**config.mk**
```make
export PLATFORM = sky130hd
export DESIGN_NAME = sensor_conditioner_flat
export DESIGN_NICKNAME = d
export VERILOG_FILES = /design/src/rtl/sensor_conditioner_pkg.sv /design/src/rtl/sensor_conditioner_if.sv /design/src/rtl/sensor_conditioner_lane_qualifier.sv /design/src/rtl/sensor_conditioner.sv /design/src/flat_wrapper.sv
export SDC_FILE = /design/constraint.sdc
export NUM_CORES = 1
export LEC_CHECK = 0
export BUFFER_PORTS_ARGS = -buffer_cell sky130_fd_sc_hd__buf_2
export CAP_MARGIN = 25
export CORE_ASPECT_RATIO = 1.75
export CORE_MARGIN = 2
export CORE_UTILIZATION = 50
export DETAILED_ROUTE_END_ITERATION = 10
export GPL_TIMING_DRIVEN = 1
export PLACE_DENSITY = 0.64
export SKIP_LAST_GASP = 1
export SLEW_MARGIN = 20
export SYNTH_ARGS = -nofsm -noshare
export SYNTH_HDL_FRONTEND = slang
export SYNTH_HIERARCHICAL = 1
export SYNTH_SLANG_ARGS = --single-unit
```
**constraint.sdc**
```tcl
create_clock -name clk -period 2.5 [get_ports clk]
set_input_delay 0.125 -clock clk [delete_from_list [all_inputs] [get_ports clk]]
set_output_delay 0.125 -clock clk [all_outputs]
set_load 0.01 [all_outputs]
```
**src/rtl/sensor_conditioner_pkg.sv**
```systemverilog
// Shared constants and lane state encoding for the four-lane loop-detector conditioner.
package sensor_conditioner_pkg;

    localparam int NUM_LANES = 4;
    localparam int LANE_N    = 0;
    localparam int LANE_E    = 1;
    localparam int LANE_S    = 2;
    localparam int LANE_W    = 3;

    localparam int DEFAULT_DEBOUNCE = 4;
    localparam int DEFAULT_HOLD     = 8;
    localparam int DEFAULT_STUCK    = 1000;

    typedef enum logic [2:0] {
        ST_IDLE,
        ST_QUAL_ON,
        ST_PRESENT,
        ST_QUAL_OFF,
        ST_HOLD
    } laneState_t;

endpackage

```
**src/rtl/sensor_conditioner_if.sv**
```systemverilog
// Raw loop levels in, qualified presence, vehicle counts and stuck-loop flags out.
interface sensor_conditioner_if;
    import sensor_conditioner_pkg::*;

    logic                 raw_north;
    logic                 raw_east;
    logic                 raw_south;
    logic                 raw_west;
    logic                 clr_counts;
    logic                 sensor_north;
    logic                 sensor_east;
    logic                 sensor_south;
    logic                 sensor_west;
    logic [31:0]          veh_count;
    logic [NUM_LANES-1:0] fault;

    modport master (
        output raw_north, raw_east, raw_south, raw_west, clr_counts,
        input  sensor_north, sensor_east, sensor_south, sensor_west, veh_count, fault
    );

    modport slave (
        input  raw_north, raw_east, raw_south, raw_west, clr_counts,
        output sensor_north, sensor_east, sensor_south, sensor_west, veh_count, fault
    );

endinterface

```
**src/rtl/sensor_conditioner_lane_qualifier.sv**
```systemverilog
// One lane: debounce/hold FSM on the synchronised loop level, saturating vehicle
// count and a sticky stuck-loop flag that forces presence on as a fail-safe.
module lane_qualifier
    import sensor_conditioner_pkg::*;
#(
    parameter int unsigned DEBOUNCE = DEFAULT_DEBOUNCE,
    parameter int unsigned HOLD     = DEFAULT_HOLD,
    parameter int unsigned STUCK    = DEFAULT_STUCK
) (
    input  logic       clk,
    input  logic       rst,
    input  logic       s_in_i,
    input  logic       clr_i,
    output logic       sensor_o,
    output logic [7:0] count_o,
    output logic       fault_o
);

    localparam logic [7:0]  DEB_LAST  = 8'(DEBOUNCE - 1);
    localparam logic [7:0]  HOLD_LAST = 8'(HOLD);
    localparam logic [15:0] STUCK_LIM = 16'(STUCK);
    localparam bit          DIRECT    = (DEBOUNCE == 1);

    laneState_t  state_q, state_d;
    logic [7:0]  cnt_q, cnt_d;
    logic        sensor_q, sensor_d;
    logic [7:0]  count_q, count_d;
    logic [15:0] stuck_q, stuck_d;
    logic        fault_q, fault_d;
    logic        out_q, out_d;
    logic        enterPresent;
    logic        inPresent;

    always_comb begin
        state_d      = state_q;
        cnt_d        = cnt_q;
        sensor_d     = sensor_q;
        enterPresent = 1'b0;
        unique case (state_q)
            ST_IDLE: begin
                if (s_in_i) begin
                    if (DIRECT) begin
                        state_d      = ST_PRESENT;
                        sensor_d     = 1'b1;
                        enterPresent = 1'b1;
                    end else begin
                        state_d = ST_QUAL_ON;
                        cnt_d   = 8'd1;
                    end
                end
            end
            ST_QUAL_ON: begin
                if (!s_in_i) begin
                    state_d  = ST_IDLE;
                    sensor_d = 1'b0;
                    cnt_d    = '0;
                end else if (cnt_q >= DEB_LAST) begin
                    state_d      = ST_PRESENT;
                    sensor_d     = 1'b1;
                    enterPresent = 1'b1;
                    cnt_d        = '0;
                end else begin
                    cnt_d = cnt_q + 8'd1;
                end
            end
            ST_PRESENT: begin
                if (!s_in_i) begin
                    state_d = DIRECT ? ST_HOLD : ST_QUAL_OFF;
                    cnt_d   = 8'd1;
                end
            end
            ST_QUAL_OFF: begin
                if (s_in_i) begin
                    state_d = ST_PRESENT;
                    cnt_d   = '0;
                end else if (cnt_q >= DEB_LAST) begin
                    state_d = ST_HOLD;
                    cnt_d   = 8'd1;
                end else begin
                    cnt_d = cnt_q + 8'd1;
                end
            end
            ST_HOLD: begin
                // A returning vehicle must requalify; presence is held meanwhile.
                if (s_in_i) begin
                    if (DIRECT) begin
                        state_d      = ST_PRESENT;
                        enterPresent = 1'b1;
                        cnt_d        = '0;
                    end else begin
                        state_d = ST_QUAL_ON;
                        cnt_d   = 8'd1;
                    end
                end else if (cnt_q >= HOLD_LAST) begin
                    state_d  = ST_IDLE;
                    sensor_d = 1'b0;
                    cnt_d    = '0;
                end else begin
                    cnt_d = cnt_q + 8'd1;
                end
            end
            default: begin
                state_d  = ST_IDLE;
                sensor_d = 1'b0;
                cnt_d    = '0;
            end
        endcase
    end

    // Counting, stuck detection and the clear all resolve here so clear wins.
    always_comb begin
        inPresent = (state_q == ST_PRESENT);
        stuck_d   = '0;
        if (inPresent) begin
            stuck_d = (stuck_q >= STUCK_LIM) ? stuck_q : stuck_q + 16'd1;
        end
        fault_d = fault_q | (inPresent && (({1'b0, stuck_q} + 17'd1) >= {1'b0, STUCK_LIM}));
        count_d = count_q;
        if (enterPresent && (count_q != 8'hFF)) begin
            count_d = count_q + 8'd1;
        end
        if (clr_i) begin
            count_d = '0;
            fault_d = 1'b0;
        end
        out_d = sensor_d | fault_d;
    end

    always_ff @(posedge clk) begin
        if (rst) begin
            state_q  <= ST_IDLE;
            cnt_q    <= '0;
            sensor_q <= 1'b0;
            count_q  <= '0;
            stuck_q  <= '0;
            fault_q  <= 1'b0;
            out_q    <= 1'b0;
        end else begin
            state_q  <= state_d;
            cnt_q    <= cnt_d;
            sensor_q <= sensor_d;
            count_q  <= count_d;
            stuck_q  <= stuck_d;
            fault_q  <= fault_d;
            out_q    <= out_d;
        end
    end

    assign sensor_o = out_q;
    assign count_o  = count_q;
    assign fault_o  = fault_q;

endmodule

```
**src/rtl/sensor_conditioner.sv**
```systemverilog
// Four independent loop-detector lanes: two-flop synchronisers, one lane_qualifier
// per approach, and packing of presence, counts and fault flags onto the bus.
module sensor_conditioner
    import sensor_conditioner_pkg::*;
#(
    parameter int unsigned DEBOUNCE = DEFAULT_DEBOUNCE,
    parameter int unsigned HOLD     = DEFAULT_HOLD,
    parameter int unsigned STUCK    = DEFAULT_STUCK
) (
    input logic                 clk,
    input logic                 rst,
    sensor_conditioner_if.slave bus
);

    logic [NUM_LANES-1:0] rawVec;
    logic [NUM_LANES-1:0] sync1_q;
    logic [NUM_LANES-1:0] sync2_q;
    logic [NUM_LANES-1:0] sensorVec;
    logic [NUM_LANES-1:0] faultVec;
    logic [7:0]           countVec [NUM_LANES];

    assign rawVec[LANE_N] = bus.raw_north;
    assign rawVec[LANE_E] = bus.raw_east;
    assign rawVec[LANE_S] = bus.raw_south;
    assign rawVec[LANE_W] = bus.raw_west;

    always_ff @(posedge clk) begin
        if (rst) begin
            sync1_q <= '0;
            sync2_q <= '0;
        end else begin
            sync1_q <= rawVec;
            sync2_q <= sync1_q;
        end
    end

    for (genvar i = 0; i < NUM_LANES; i++) begin : g_lane
        lane_qualifier #(
            .DEBOUNCE (DEBOUNCE),
            .HOLD     (HOLD),
            .STUCK    (STUCK)
        ) u_lane (
            .clk      (clk),
            .rst      (rst),
            .s_in_i   (sync2_q[i]),
            .clr_i    (bus.clr_counts),
            .sensor_o (sensorVec[i]),
            .count_o  (countVec[i]),
            .fault_o  (faultVec[i])
        );
    end

    assign bus.sensor_north = sensorVec[LANE_N];
    assign bus.sensor_east  = sensorVec[LANE_E];
    assign bus.sensor_south = sensorVec[LANE_S];
    assign bus.sensor_west  = sensorVec[LANE_W];
    assign bus.veh_count    = {countVec[LANE_W], countVec[LANE_S], countVec[LANE_E], countVec[LANE_N]};
    assign bus.fault        = faultVec;

endmodule

```
**src/flat_wrapper.sv**
```systemverilog
// flat-port wrapper written by rule: the top's interface ports become plain ports
module sensor_conditioner_flat import sensor_conditioner_pkg::*;
#(
    parameter int unsigned DEBOUNCE = DEFAULT_DEBOUNCE,
    parameter int unsigned HOLD     = DEFAULT_HOLD,
    parameter int unsigned STUCK    = DEFAULT_STUCK
)
  (clk, rst, bus_raw_north, bus_raw_east, bus_raw_south, bus_raw_west, bus_clr_counts, bus_sensor_north, bus_sensor_east, bus_sensor_south, bus_sensor_west, bus_veh_count, bus_fault);
  sensor_conditioner_if bus_i ();
  input logic clk;
  input logic rst;
  input wire logic [$bits(bus_i.raw_north)-1:0] bus_raw_north;
  input wire logic [$bits(bus_i.raw_east)-1:0] bus_raw_east;
  input wire logic [$bits(bus_i.raw_south)-1:0] bus_raw_south;
  input wire logic [$bits(bus_i.raw_west)-1:0] bus_raw_west;
  input wire logic [$bits(bus_i.clr_counts)-1:0] bus_clr_counts;
  output wire logic [$bits(bus_i.sensor_north)-1:0] bus_sensor_north;
  output wire logic [$bits(bus_i.sensor_east)-1:0] bus_sensor_east;
  output wire logic [$bits(bus_i.sensor_south)-1:0] bus_sensor_south;
  output wire logic [$bits(bus_i.sensor_west)-1:0] bus_sensor_west;
  output wire logic [$bits(bus_i.veh_count)-1:0] bus_veh_count;
  output wire logic [$bits(bus_i.fault)-1:0] bus_fault;
  assign bus_i.raw_north = bus_raw_north;
  assign bus_i.raw_east = bus_raw_east;
  assign bus_i.raw_south = bus_raw_south;
  assign bus_i.raw_west = bus_raw_west;
  assign bus_i.clr_counts = bus_clr_counts;
  assign bus_sensor_north = bus_i.sensor_north;
  assign bus_sensor_east = bus_i.sensor_east;
  assign bus_sensor_south = bus_i.sensor_south;
  assign bus_sensor_west = bus_i.sensor_west;
  assign bus_veh_count = bus_i.veh_count;
  assign bus_fault = bus_i.fault;
  sensor_conditioner #(.DEBOUNCE(DEBOUNCE), .HOLD(HOLD), .STUCK(STUCK)) u_core (.clk(clk), .rst(rst), .bus(bus_i));
endmodule
```
==> results.ini, run 1 <==
[placement]
hpwl_mm = 13.9
portBuffers = 46
pre_cts_ws_ps = 281
gp_congestion = 0.888

[worst_setup_path]
critical_path_class = reg -> reg
r2r_slack_ps = 280
endpoint_kind = flip-flop
arrival_ps = 2530
worst_setup_path_start_kind = flip-flop
path_max_fanout = 9
worst_r2r_endpoint = u_core/g_lane[3].u_lane/fault_o
worst_r2r_startpoint = u_core/g_lane[3].u_lane/stuck_q[0]
r2r_cells = 6
crit_required_ps = 2800

[yosys]
async_flop_share_pct = 0
synth_cell_types = 81
netlist_area_um2 = 8700
yosysTopAreaCell = dfxtp_1
syn_avg_cell_area_um2 = 8.28
synth_nets = 1078
yosysWarnings = 6
synth_top_area_share_pct = 36.8
ys.flop_type = dfxtp_1
synth_seq_cells = 160
synth_edf_count = 0
synth_cells = 1051
synth.area.top_cells = dfxtp_1 37%, nor2_1 5.4%, xor2_1 4.1%
ys_seq_area_share_pct = 36.8

[route]
vias_per_cell = 5.73
initialDrtViolationCount = 267
wirelength_mm = 19.2
vias = 7562
dr.pass1.iters = 5
drc = 0
antenna_left = 0
wire_per_inst_um = 14.5

[worst_hold_path]
hold_path_startpoint = rst
worstHoldPathCells = 2
min_to = u_core/sync1_q[0]
hold_path_class = in -> reg

[layout]
post-route-util_pct = 57.0
drive_gt1_share_pct = 12.9
nFillCells = 1644
area_growth_pct = 11.5
antenna_cells = 0
fin_nets = 1107

[global_routing]
grt_overflow = 0
grt_pass1_wl_mm = 33.2
grt_pass1_vias = 7290
grt_max_degree = 20
antenna_found_initial = 0
grt_usage_pct = 21.5

[power]
power.density_nw_per_um2 = 549
p_int_w = 0.00417
ir_drop_uv = 438
netSwitchingPower_w = 0.00116
p_sw_share_pct = 21.8
seqPwrFrac_pct = 48.6
p_comb_share_pct = 3.0
leakage_nw = 3.65
clkPwrFrac_pct = 48.5

[sta]
finalSetupTns_ps = 0
slew_viol_final = 0
setup_slack_ps = 276
finalHoldViolCount = 0
fmax_ghz = 0.450
max_slew_margin_pct = 53.3
finalCritPeriodShare_pct = 89.0
finClkSkew_ps = 8.29
worst_hold_slack_ps = 41.4
finalSetupViolations = 0
fin_crit_ps = 2220
grt_setup_unrepaired = no
tightest_slew_ps = 700

[cts]
cts.reportedPaths.clkPinSlew_ps = 70
postCtsSetupRepairBufs = 0
htree_levels = 4
cts_tree = built
clkSinkCount = 160
clock-root-buffer = clkbuf_16
clk_latency_ps = 430
numCtsBuffers = 17
cts_buffer_depth = 2

[status]
status = finished clean

[floorplan]
ios = 47
core_area_um2 = 17000
die_area_um2 = 18500
die_h_um = 179
die_w_um = 104
start_util_pct = 51.1
row_count = 63

[job]
maxCapViolCount = 0

-- cell type report --
cell class,instances,area [um2],area share (%)
well taps,227,284,2.93
clock inverters,9,109,1.12
inverters,45,169,1.74
multi-input cells,787,5050,52.1
repair buffers,69,413,4.26
clock buffers,22,474,4.89
flip-flops and latches,160,3200,33.0
-- per-layer routing --
layer / routed length (um) / global-route usage, % / up-vias
met3: 509 / 3.80 / 34
met2: 10500 / 41.7 / 130
met1: 7770 / 22.5 / 3564
met4: 435 / 9.29 / 0
li1: - / - / 3834
met5: 0 / 0 / -
-- critical path, stage by stage, from the launching register on --
cell	delay [ps]
dfxtp_1	490
ha_1	280
nand4_1	140
nor4_1	310
mux2_1	380
a2111oi_1	390
a21oi_1	120
-- how the worst max path moves through the flow --
stage / startpoint / end / slack, ps / cells past startpoint
floorplan: u_core/g_lane[3].u_lane/stuck_q[5] / u_core/g_lane[3].u_lane/fault_o / 510 / 6
global placement: u_core/g_lane[3].u_lane/stuck_q[0] / u_core/g_lane[3].u_lane/fault_o / 320 / 6
detailed placement: u_core/g_lane[3].u_lane/stuck_q[0] / u_core/g_lane[3].u_lane/fault_o / 280 / 6
CTS: u_core/g_lane[3].u_lane/stuck_q[0] / u_core/g_lane[3].u_lane/fault_o / 270 / 6
global route: u_core/g_lane[3].u_lane/stuck_q[0] / u_core/g_lane[3].u_lane/fault_o / 80 / 6
finish: u_core/g_lane[3].u_lane/stuck_q[0] / u_core/g_lane[3].u_lane/fault_o / 280 / 6
-- power groups by stage --
stage / Combinational, W / Sequential [W] / Clock, W
finish: 0.000157 / 0.00259 / 0.00258
global route: 0.000176 / 0.00259 / 0.00276
CTS: 0.000157 / 0.00259 / 0.00266
detailed placement: 0.000152 / 0.00264 / 0
global placement: 0.000151 / 0.00264 / 0
floorplan: 0.000118 / 0.00263 / 0
-- sequential cells by signal, summed over array words and instances (netlist names) --
register / cells
u_core/sync1_q: 4
u_core/g_lane.u_lane/stuck_q: 64
u_core/g_lane.u_lane/sensor_o: 4
u_core/g_lane.u_lane/state_q: 12
u_core/g_lane.u_lane/sensor_q: 4
u_core/sync2_q: 4
u_core/g_lane.u_lane/fault_o: 4
u_core/g_lane.u_lane/cnt_q: 32
u_core/g_lane.u_lane/count_o: 32
-- synth_stat cells (6+ instances only) --
cell	number
a211oi_1	8
a21o_1	6
a21oi_1	45
a31oi_1	22
a32oi_1	6
and2_1	33
and3_1	21
and4_1	7
buf_2	22
clkbuf_1	22
dfxtp_1	160
ha_1	20
inv_1	43
mux2i_1	9
nand2_1	67
nand2b_1	11
nand3_1	50
nand3b_1	6
nand4_1	38
nor2_1	125
nor2b_1	20
nor3_1	46
nor4_1	12
nor4_2	6
o21ai_0	25
o31ai_1	8
or2_2	8
or3_1	15
xnor2_1	24
xor2_1	41
-- stage by stage --
step / cell area, um2 / total power, W / cells
6_report: 9700 / 0.00533 / 1319
5_1_grt: 9700 / 0.00553 / 1319
4_1_cts: 9700 / 0.00541 / 1319
3_5_place_dp: 9080 / 0.00280 / 1284
3_3_place_gp: 9080 / 0.00280 / 1284
2_1_floorplan: 8700 / 0.00275 / 1051
-- kinds of logic (layout without fill, tap and decap cells) --
kind of cell | after synthesis | in the layout | synth area share [%]
AOI/OAI and AO/OA | 187 | 187 | 15.2
xor gates and xnor gates | 65 | 65 | 6.54
adders and majority gates | 20 | 20 | 2.88
buffers and inverters | 104 | 145 | 5.16
DFF | 160 | 160 | 36.8
muxes | 13 | 13 | 1.55
and+or+nand+nor | 502 | 502 | 31.8
-- cells in the final DEF (no fill, tap or decap), types with 17 or more instances in the layout --
| cell | instances |
|---|---|
| and2_1 | 33 |
| buf_2 | 46 |
| and3_1 | 21 |
| o21ai_0 | 25 |
| nand2_1 | 67 |
| inv_1 | 43 |
| xnor2_1 | 24 |
| nor3_1 | 46 |
| nor2_1 | 125 |
| a21oi_1 | 45 |
| nor2b_1 | 20 |
| buf_4 | 19 |
| nand3_1 | 50 |
| clkbuf_16 | 17 |
| dfxtp_1 | 160 |
| xor2_1 | 41 |
| nand4_1 | 38 |
| ha_1 | 20 |
| a31oi_1 | 22 |
-- timing repair --
item                                    in CTS  in global routing
hold buffers                                 4                  0
endpoints found under the hold margin        4                  0
endpoints found under the setup margin       0                  1
resized for setup                            0                  1
Note: power is estimated with default switching activity, not from simulation.
==> run 2: changes to the inputs <==
- PLACE_DENSITY: 0.64 -> 0.67
- clock period: 2.5 -> 2 ns (I/O delays scaled with it)
==> run 2 against run 1 <==
  * Via count up 3.8%
  * Hold slack worse by 5.2 ps
  * Global-route usage up 0.60 points
  * Clock skew down 1.5 ps
  * Maximum frequency up 18%
  * Critical path depth unchanged
  * Combinational power up 36%
  * Utilization up 2.3 points
  * First-iteration DRC count up 30%
==> results.ini, run 2 (same netlist as run 1, synthesis figures left out) <==
[status]
status = finished clean  ; unchanged

[floorplan]
ios = 47  ; unchanged
core_area_um2 = 17000  ; unchanged
die_area_um2 = 18500  ; unchanged
start_util_pct = 51.1  ; unchanged
row_count = 63  ; unchanged
die_h_um = 179  ; unchanged
die_w_um = 104  ; unchanged

[worst_setup_path]
worst_r2r_endpoint = u_core/g_lane[3].u_lane/stuck_q[6]  ; was u_core/g_lane[3].u_lane/fault_o
endpoint_kind = flip-flop  ; unchanged
arrival_ps = 2190  ; was 2530 ps
crit_required_ps = 2310  ; was 2800 ps
r2r_slack_ps = 120  ; was 280 ps
worst_setup_path_start_kind = flip-flop  ; unchanged
r2r_cells = 6  ; unchanged
worst_r2r_startpoint = u_core/g_lane[3].u_lane/stuck_q[12]  ; was u_core/g_lane[3].u_lane/stuck_q[0]
path_max_fanout = 9  ; unchanged
critical_path_class = reg -> reg  ; unchanged
cpPeakStageDelay_ps = 410  ; was 490 ps
path_cells = or3_1 -> or4_1 -> buf_4 -> nor4_2 -> xnor2_1 -> nor2_1  ; was ha_1 -> nand4_1 -> nor4_1 -> mux2_1 -> a2111oi_1 -> a21oi_1
slowest_stage = or4_1  ; was dfxtp_1

[layout]
post-route-util_pct = 59.3  ; was 57.0%
fin_nets = 1157  ; was 1107
area_growth_pct = 15.9  ; was 11.5%
nFillCells = 1622  ; was 1644
final_common_cell = dfxtp_1  ; unchanged
drive_gt1_share_pct = 17.0  ; was 12.9%
antenna_cells = 0  ; unchanged
largest_reg_flops = 64  ; unchanged
largest-register = u_core/g_lane.u_lane/stuck_q  ; unchanged
layout_common_cells = 160 x dfxtp_1, 125 x nor2_1, 68 x buf_4  ; was 160 x dfxtp_1, 125 x nor2_1, 67 x nand2_1

[route]
vias = 7853  ; was 7562
dr.pass1.iters = 5  ; unchanged
wire_per_inst_um = 14.7  ; was 14.5 um
wirelength_mm = 20.2  ; was 19.2 mm
drc = 0  ; unchanged
vias_per_cell = 5.73  ; about the same
antenna_left = 0  ; unchanged
initialDrtViolationCount = 348  ; was 267

[sta]
finalHoldViolCount = 0  ; unchanged
finClkSkew_ps = 6.77  ; was 8.29 ps
finalSetupViolations = 0  ; unchanged
finalCritPeriodShare_pct = 94.1  ; was 89.0%
slew_viol_final = 0  ; unchanged
fin_crit_ps = 1880  ; was 2220 ps
grt_setup_unrepaired = yes  ; was no
worst_hold_slack_ps = 36.2  ; was 41.4 ps
tightest_slew_ps = 605  ; was 700 ps
max_slew_margin_pct = 59.5  ; was 53.3%
fmax_ghz = 0.531  ; was 0.450 GHz

[placement]
gp_congestion = 0.911  ; was 0.888
portBuffers = 46  ; unchanged
hpwl_mm = 14.9  ; was 13.9 mm

[cts]
clock-root-buffer = clkbuf_16  ; unchanged
cts_buffer_depth = 2  ; unchanged
clkSinkCount = 160  ; unchanged
cts.reportedPaths.clkPinSlew_ps = 60  ; was 70 ps
cts_tree = built  ; unchanged
htree_levels = 4  ; unchanged
clk_latency_ps = 430  ; about the same
numCtsBuffers = 17  ; unchanged

[global_routing]
antenna_found_initial = 0  ; unchanged
grt_pass1_vias = 7384  ; was 7290
grt_pass1_wl_mm = 33.9  ; was 33.2 mm
grt_usage_pct = 22.1  ; was 21.5%
grt_overflow = 0  ; unchanged
grt_max_degree = 24  ; was 20

[power]
netSwitchingPower_w = 0.00149  ; was 0.00116 W
clkPwrFrac_pct = 48.0  ; was 48.5%
p_int_w = 0.00513  ; was 0.00417 W
power.density_nw_per_um2 = 656  ; was 549 nW/um2
seqPwrFrac_pct = 48.8  ; was 48.6%
ir_drop_uv = 563  ; was 438 uV
p_sw_share_pct = 22.6  ; was 21.8%
p_comb_share_pct = 3.2  ; was 3.0%
leakage_nw = 3.91  ; was 3.65 nW

[worst_hold_path]
min_to = u_core/g_lane[0].u_lane/state_q[0]  ; was u_core/sync1_q[0]
hold_path_class = in -> reg  ; unchanged
worstHoldPathCells = 2  ; unchanged
hold_path_startpoint = rst  ; unchanged

[job]
maxCapViolCount = 0  ; unchanged

==> run 2: stage by stage <==
stage / setup TNS, ps / setup slack [ps] / area, um2 / power (W) / instances
floorplan: 0 / 11.4 / 8700 / 0.00343 / 1051
global placement: -10.6 / -10.6 / 9450 / 0.00350 / 1332
detailed placement: 0 / 9.56 / 9450 / 0.00351 / 1332
CTS: 0 / 40.4 / 10100 / 0.00669 / 1368
global route: -20.2 / -20.2 / 10100 / 0.00684 / 1370
finish: 0 / 118 / 10100 / 0.00662 / 1370
==> run 2: critical path: cells and delay by family (launching register included) <==
family        cells  cell delay, ps
buf+inv           1             200
xor+xnor          1             160
simple gates      4            1050
flops             1             350
==> run 2: area by class of cell <==
type                            instances  area (um2)  share of cell area [%]
Timing Repair Buffer                  119         801                    7.94
Clock buffer                           19         433                    4.29
Sequential cell                       160        3200                    31.7
Inverter                               45         169                    1.67
Clock inverter                         13         140                    1.39
Multi-Input combinational cell        787        5060                    50.1
Tap cell                              227         284                    2.81
==> run 2: worst max-delay path by stage <==
| stage | from | endpoint | slack (ps) | cells past startpoint |
|---|---|---|---|---|
| after floorplan | u_core/g_lane[3].u_lane/stuck_q[5] | u_core/g_lane[3].u_lane/fault_o | 10 | 6 |
| after global placement | u_core/g_lane[3].u_lane/stuck_q[0] | u_core/g_lane[3].u_lane/fault_o | -10 | 6 |
| after detailed placement | u_core/g_lane[3].u_lane/stuck_q[1] | u_core/g_lane[3].u_lane/fault_o | 10 | 6 |
| after CTS | u_core/g_lane[3].u_lane/stuck_q[1] | u_core/g_lane[3].u_lane/fault_o | 40 | 6 |
| after global routing | u_core/g_lane[2].u_lane/stuck_q[0] | u_core/g_lane[2].u_lane/sensor_o | -20 | 6 |
| final | u_core/g_lane[3].u_lane/stuck_q[12] | u_core/g_lane[3].u_lane/stuck_q[6] | 120 | 6 |
==> run 2: metal layers <==
layer / wire [um] / share of wire (%) / up-vias / global-route usage (%)
met5: 0 / 0 / - / 0
met4: 512 / 2.5 / 0 / 8.61
li1: - / - / 3927 / -
met3: 549 / 2.7 / 43 / 4.02
met1: 7990 / 40 / 3734 / 22.7
met2: 11100 / 55 / 149 / 43.7
==> run 2: what timing repair did <==
action                                  CTS  global route
cloned                                    0             0
setup buffers                             0             2
hold endpoints to repair                  4             0
gates resized for setup                   1             2
hold buffers                              4             0
endpoints found under the setup margin    1             4
pin swaps                                 0             2
==> run 2: power groups by stage <==
stage	clock network (W)	registers [W]	logic [W]
after floorplan	0	0.00329	0.000147
after global placement	0	0.00330	0.000203
after detailed placement	0	0.00330	0.000206
after CTS	0.00324	0.00323	0.000213
after global routing	0.00337	0.00323	0.000236
final	0.00318	0.00323	0.000213
==> run 3: changes to the inputs <==
--- a/config.mk
+++ b/config.mk
@@ -8,10 +8,12 @@
 export BUFFER_PORTS_ARGS = -buffer_cell sky130_fd_sc_hd__buf_2
 export CAP_MARGIN = 25
+export CELL_PAD_IN_SITES_DETAIL_PLACEMENT = 0
+export CELL_PAD_IN_SITES_GLOBAL_PLACEMENT = 1
 export CORE_ASPECT_RATIO = 1.75
 export CORE_MARGIN = 2
-export CORE_UTILIZATION = 50
+export CORE_UTILIZATION = 42
 export DETAILED_ROUTE_END_ITERATION = 10
 export GPL_TIMING_DRIVEN = 1
-export PLACE_DENSITY = 0.67
+export PLACE_DENSITY = 0.73
 export SKIP_LAST_GASP = 1
 export SLEW_MARGIN = 20
@@ -20,2 +22,3 @@
 export SYNTH_HIERARCHICAL = 1
 export SYNTH_SLANG_ARGS = --single-unit
+export TNS_END_PERCENT = 10
==> constraint.sdc (replaced) <==
create_clock -name clk -period 2 [get_ports clk]
set_input_delay 0.4 -clock clk [delete_from_list [all_inputs] [get_ports clk]]
set_output_delay 0.4 -clock clk [all_outputs]
set_load 0.01 [all_outputs]
==> run 3 against run 2 <==
  * Die area increased by 18%
  * Hold slack improved by 150 ps
  * Final area grew 0.23%
  * Worst setup slack worse by 110 ps
  * Critical path type unchanged
  * Sequential power is essentially flat
  * Critical endpoint is now u_core/g_lane[3].u_lane/fault_o
  * Total power fell by 0.63%
  * Count of clock-buffer cells in the layout up 4
  * First-iteration DRC count decreased by 4.9%
  * Clock power is 2% lower
  * Critical path depth unchanged
==> results.ini, run 3 (same netlist as run 1, synthesis figures left out) <==
[cts]
postCtsSetupRepairBufs = 0  ; unchanged
cts-resized-gates = 0  ; was 1
cts_hold_buf = 0  ; was 4
numCtsBuffers = 17  ; unchanged
clkSinkCount = 160  ; unchanged
clock-root-buffer = clkbuf_16  ; unchanged
cts.reportedPaths.clkPinSlew_ps = 60  ; about the same
htree_levels = 4  ; unchanged
cts_buffer_depth = 2  ; unchanged
clk_latency_ps = 430  ; about the same
cts_tree = built  ; unchanged

[route]
wl_met1_mm = 8.15  ; was 7.99 mm
wirelength_mm = 21.0  ; was 20.2 mm
vias = 7790  ; was 7853
initialDrtViolationCount = 331  ; was 348
wire_per_inst_um = 15.1  ; was 14.7 um
vias_per_cell = 5.59  ; was 5.73
route.met2.wl_mm = 11.6  ; was 11.1 mm
highest_layer = met4  ; unchanged
wl_met3_um = 576  ; was 549 um
dr.pass1.iters = 4  ; was 5
drc = 0  ; unchanged
antenna_left = 0  ; unchanged

[global_routing]
grt_pass1_vias = 7850  ; was 7384
antenna_found_initial = 0  ; unchanged
grt_max_degree = 44  ; was 24
grt_usage_pct = 19.9  ; was 22.1%
grt_pass1_wl_mm = 36.3  ; was 33.9 mm
grt_overflow = 0  ; unchanged

[power]
power_w = 0.00658  ; was 0.00662 W
leakage_nw = 3.92  ; was 3.91 nW
ir_drop_uv = 445  ; was 563 uV
power.density_nw_per_um2 = 650  ; was 656 nW/um2

[layout]
largest_reg_flops = 64  ; unchanged
layout_common_cells = 160 x dfxtp_1, 125 x nor2_1, 74 x buf_4  ; was 160 x dfxtp_1, 125 x nor2_1, 68 x buf_4
final_common_cell = dfxtp_1  ; unchanged
regArea_um2 = 3200  ; unchanged
area_growth_pct = 16.2  ; was 15.9%
antenna_cells = 0  ; unchanged
drive_gt1_share_pct = 17.3  ; was 17.0%
multiInputGateArea_um2 = 5060  ; about the same
largest-register = u_core/g_lane.u_lane/stuck_q  ; unchanged
fin_nets = 1159  ; was 1157
nFillCells = 2030  ; was 1622

[sta]
finalCritPeriodShare_pct = 99.5  ; was 94.1%
grt_setup_unrepaired = yes  ; unchanged
tightest_slew_ps = 619  ; was 605 ps
finalSetupViolations = 0  ; unchanged
finalHoldViolCount = 0  ; unchanged
setup_slack_ps = 9.66  ; was 118 ps
finalSetupTns_ps = 0  ; unchanged
worst_hold_slack_ps = 186  ; was 36.2 ps
fin_crit_ps = 1990  ; was 1880 ps
fmax_ghz = 0.502  ; was 0.531 GHz
max_slew_margin_pct = 58.6  ; was 59.5%
finClkSkew_ps = 11.0  ; was 6.77 ps
slew_viol_final = 0  ; unchanged

[worst_setup_path]
crit_required_ps = 2310  ; about the same
worst_setup_path_start_kind = flip-flop  ; unchanged
path_cells = ha_1 -> nand4_1 -> nor4_1 -> mux2_1 -> a2111oi_0 -> a21oi_1  ; was or3_1 -> or4_1 -> buf_4 -> nor4_2 -> xnor2_1 -> nor2_1
cp_top_family = compound AO/OA/AOI/OAI gates  ; was simple AND/OR/NAND/NOR gates
endpoint_kind = flip-flop  ; unchanged
cpPeakStageDelay_ps = 450  ; was 410 ps
arrival_ps = 2300  ; was 2190 ps
critical_path_class = reg -> reg  ; unchanged
crit_buf_inv = 0  ; was 1
slowest_stage = a2111oi_0  ; was or4_1
path_max_fanout = 2  ; was 9

[floorplan]
ios = 47  ; unchanged
row_count = 69  ; was 63
die_w_um = 113  ; was 104 um
core_area_um2 = 20300  ; was 17000 um2
die_h_um = 194  ; was 179 um
start_util_pct = 42.9  ; was 51.1%
die_area_um2 = 21900  ; was 18500 um2

[job]
maxCapViolCount = 0  ; unchanged

[placement]
hpwl_mm = 15.6  ; was 14.9 mm
pre_cts_ws_ps = 86.4  ; was 9.56 ps
portBuffers = 46  ; unchanged
gp_congestion = 0.838  ; was 0.911

[worst_hold_path]
hold_path_class = in -> reg  ; unchanged

[status]
status = finished clean  ; unchanged

[run 3: cell count changes in the layout (fill, tap and decap cells not counted), sizes merged]
cell         change
buf              +6
clkbuf           +4
dlygate4sd3      -4
clkinv           -2
bufinv           -1
inv              -1
[run 3: routing by layer]
layer  vias to the layer above  track usage (%)
met5                         -                0
met4                         0             8.76
met3                        51             3.71
met2                       137             38.4
met1                      3670             20.2
li1                       3932                -
[run 3: final timing paths]
kind | from | to | slack (ps) | cells past startpoint
max reg2reg | u_core/g_lane[3].u_lane/stuck_q[1] | u_core/g_lane[3].u_lane/fault_o | 10 | 6
min reg2reg | u_core/sync1_q[2] | u_core/sync2_q[2] | 440 | 1
min | bus_raw_east | u_core/sync1_q[1] | 190 | 2
max | u_core/g_lane[3].u_lane/stuck_q[1] | u_core/g_lane[3].u_lane/fault_o | 10 | 6
[run 3: cell type report]
type,count,area share [%]
Inverter,45,1.67
Timing Repair Buffer,121,7.97
Clock inverter,9,0.829
Multi-Input combinational cell,787,50.1
Clock buffer,23,4.73
Tap cell,248,3.07
Sequential cell,160,31.7
[run 3: per-stage QoR]
stage | util [%] | instances | area (um2)
2_1_floorplan | - | 1051 | 8700
3_3_place_gp | 47.0 | 1361 | 9540
3_5_place_dp | 47.0 | 1361 | 9540
4_1_cts | 49.8 | 1393 | 10100
5_1_grt | 49.8 | 1393 | 10100
6_report | 49.8 | 1393 | 10100
[run 3: report_power, final]
group          internal, W  total (W)  switching [W]
clock network      0.00181    0.00313        0.00133
registers          0.00320    0.00322      0.0000178
logic            0.0000858   0.000223       0.000137
total              0.00510    0.00658        0.00148
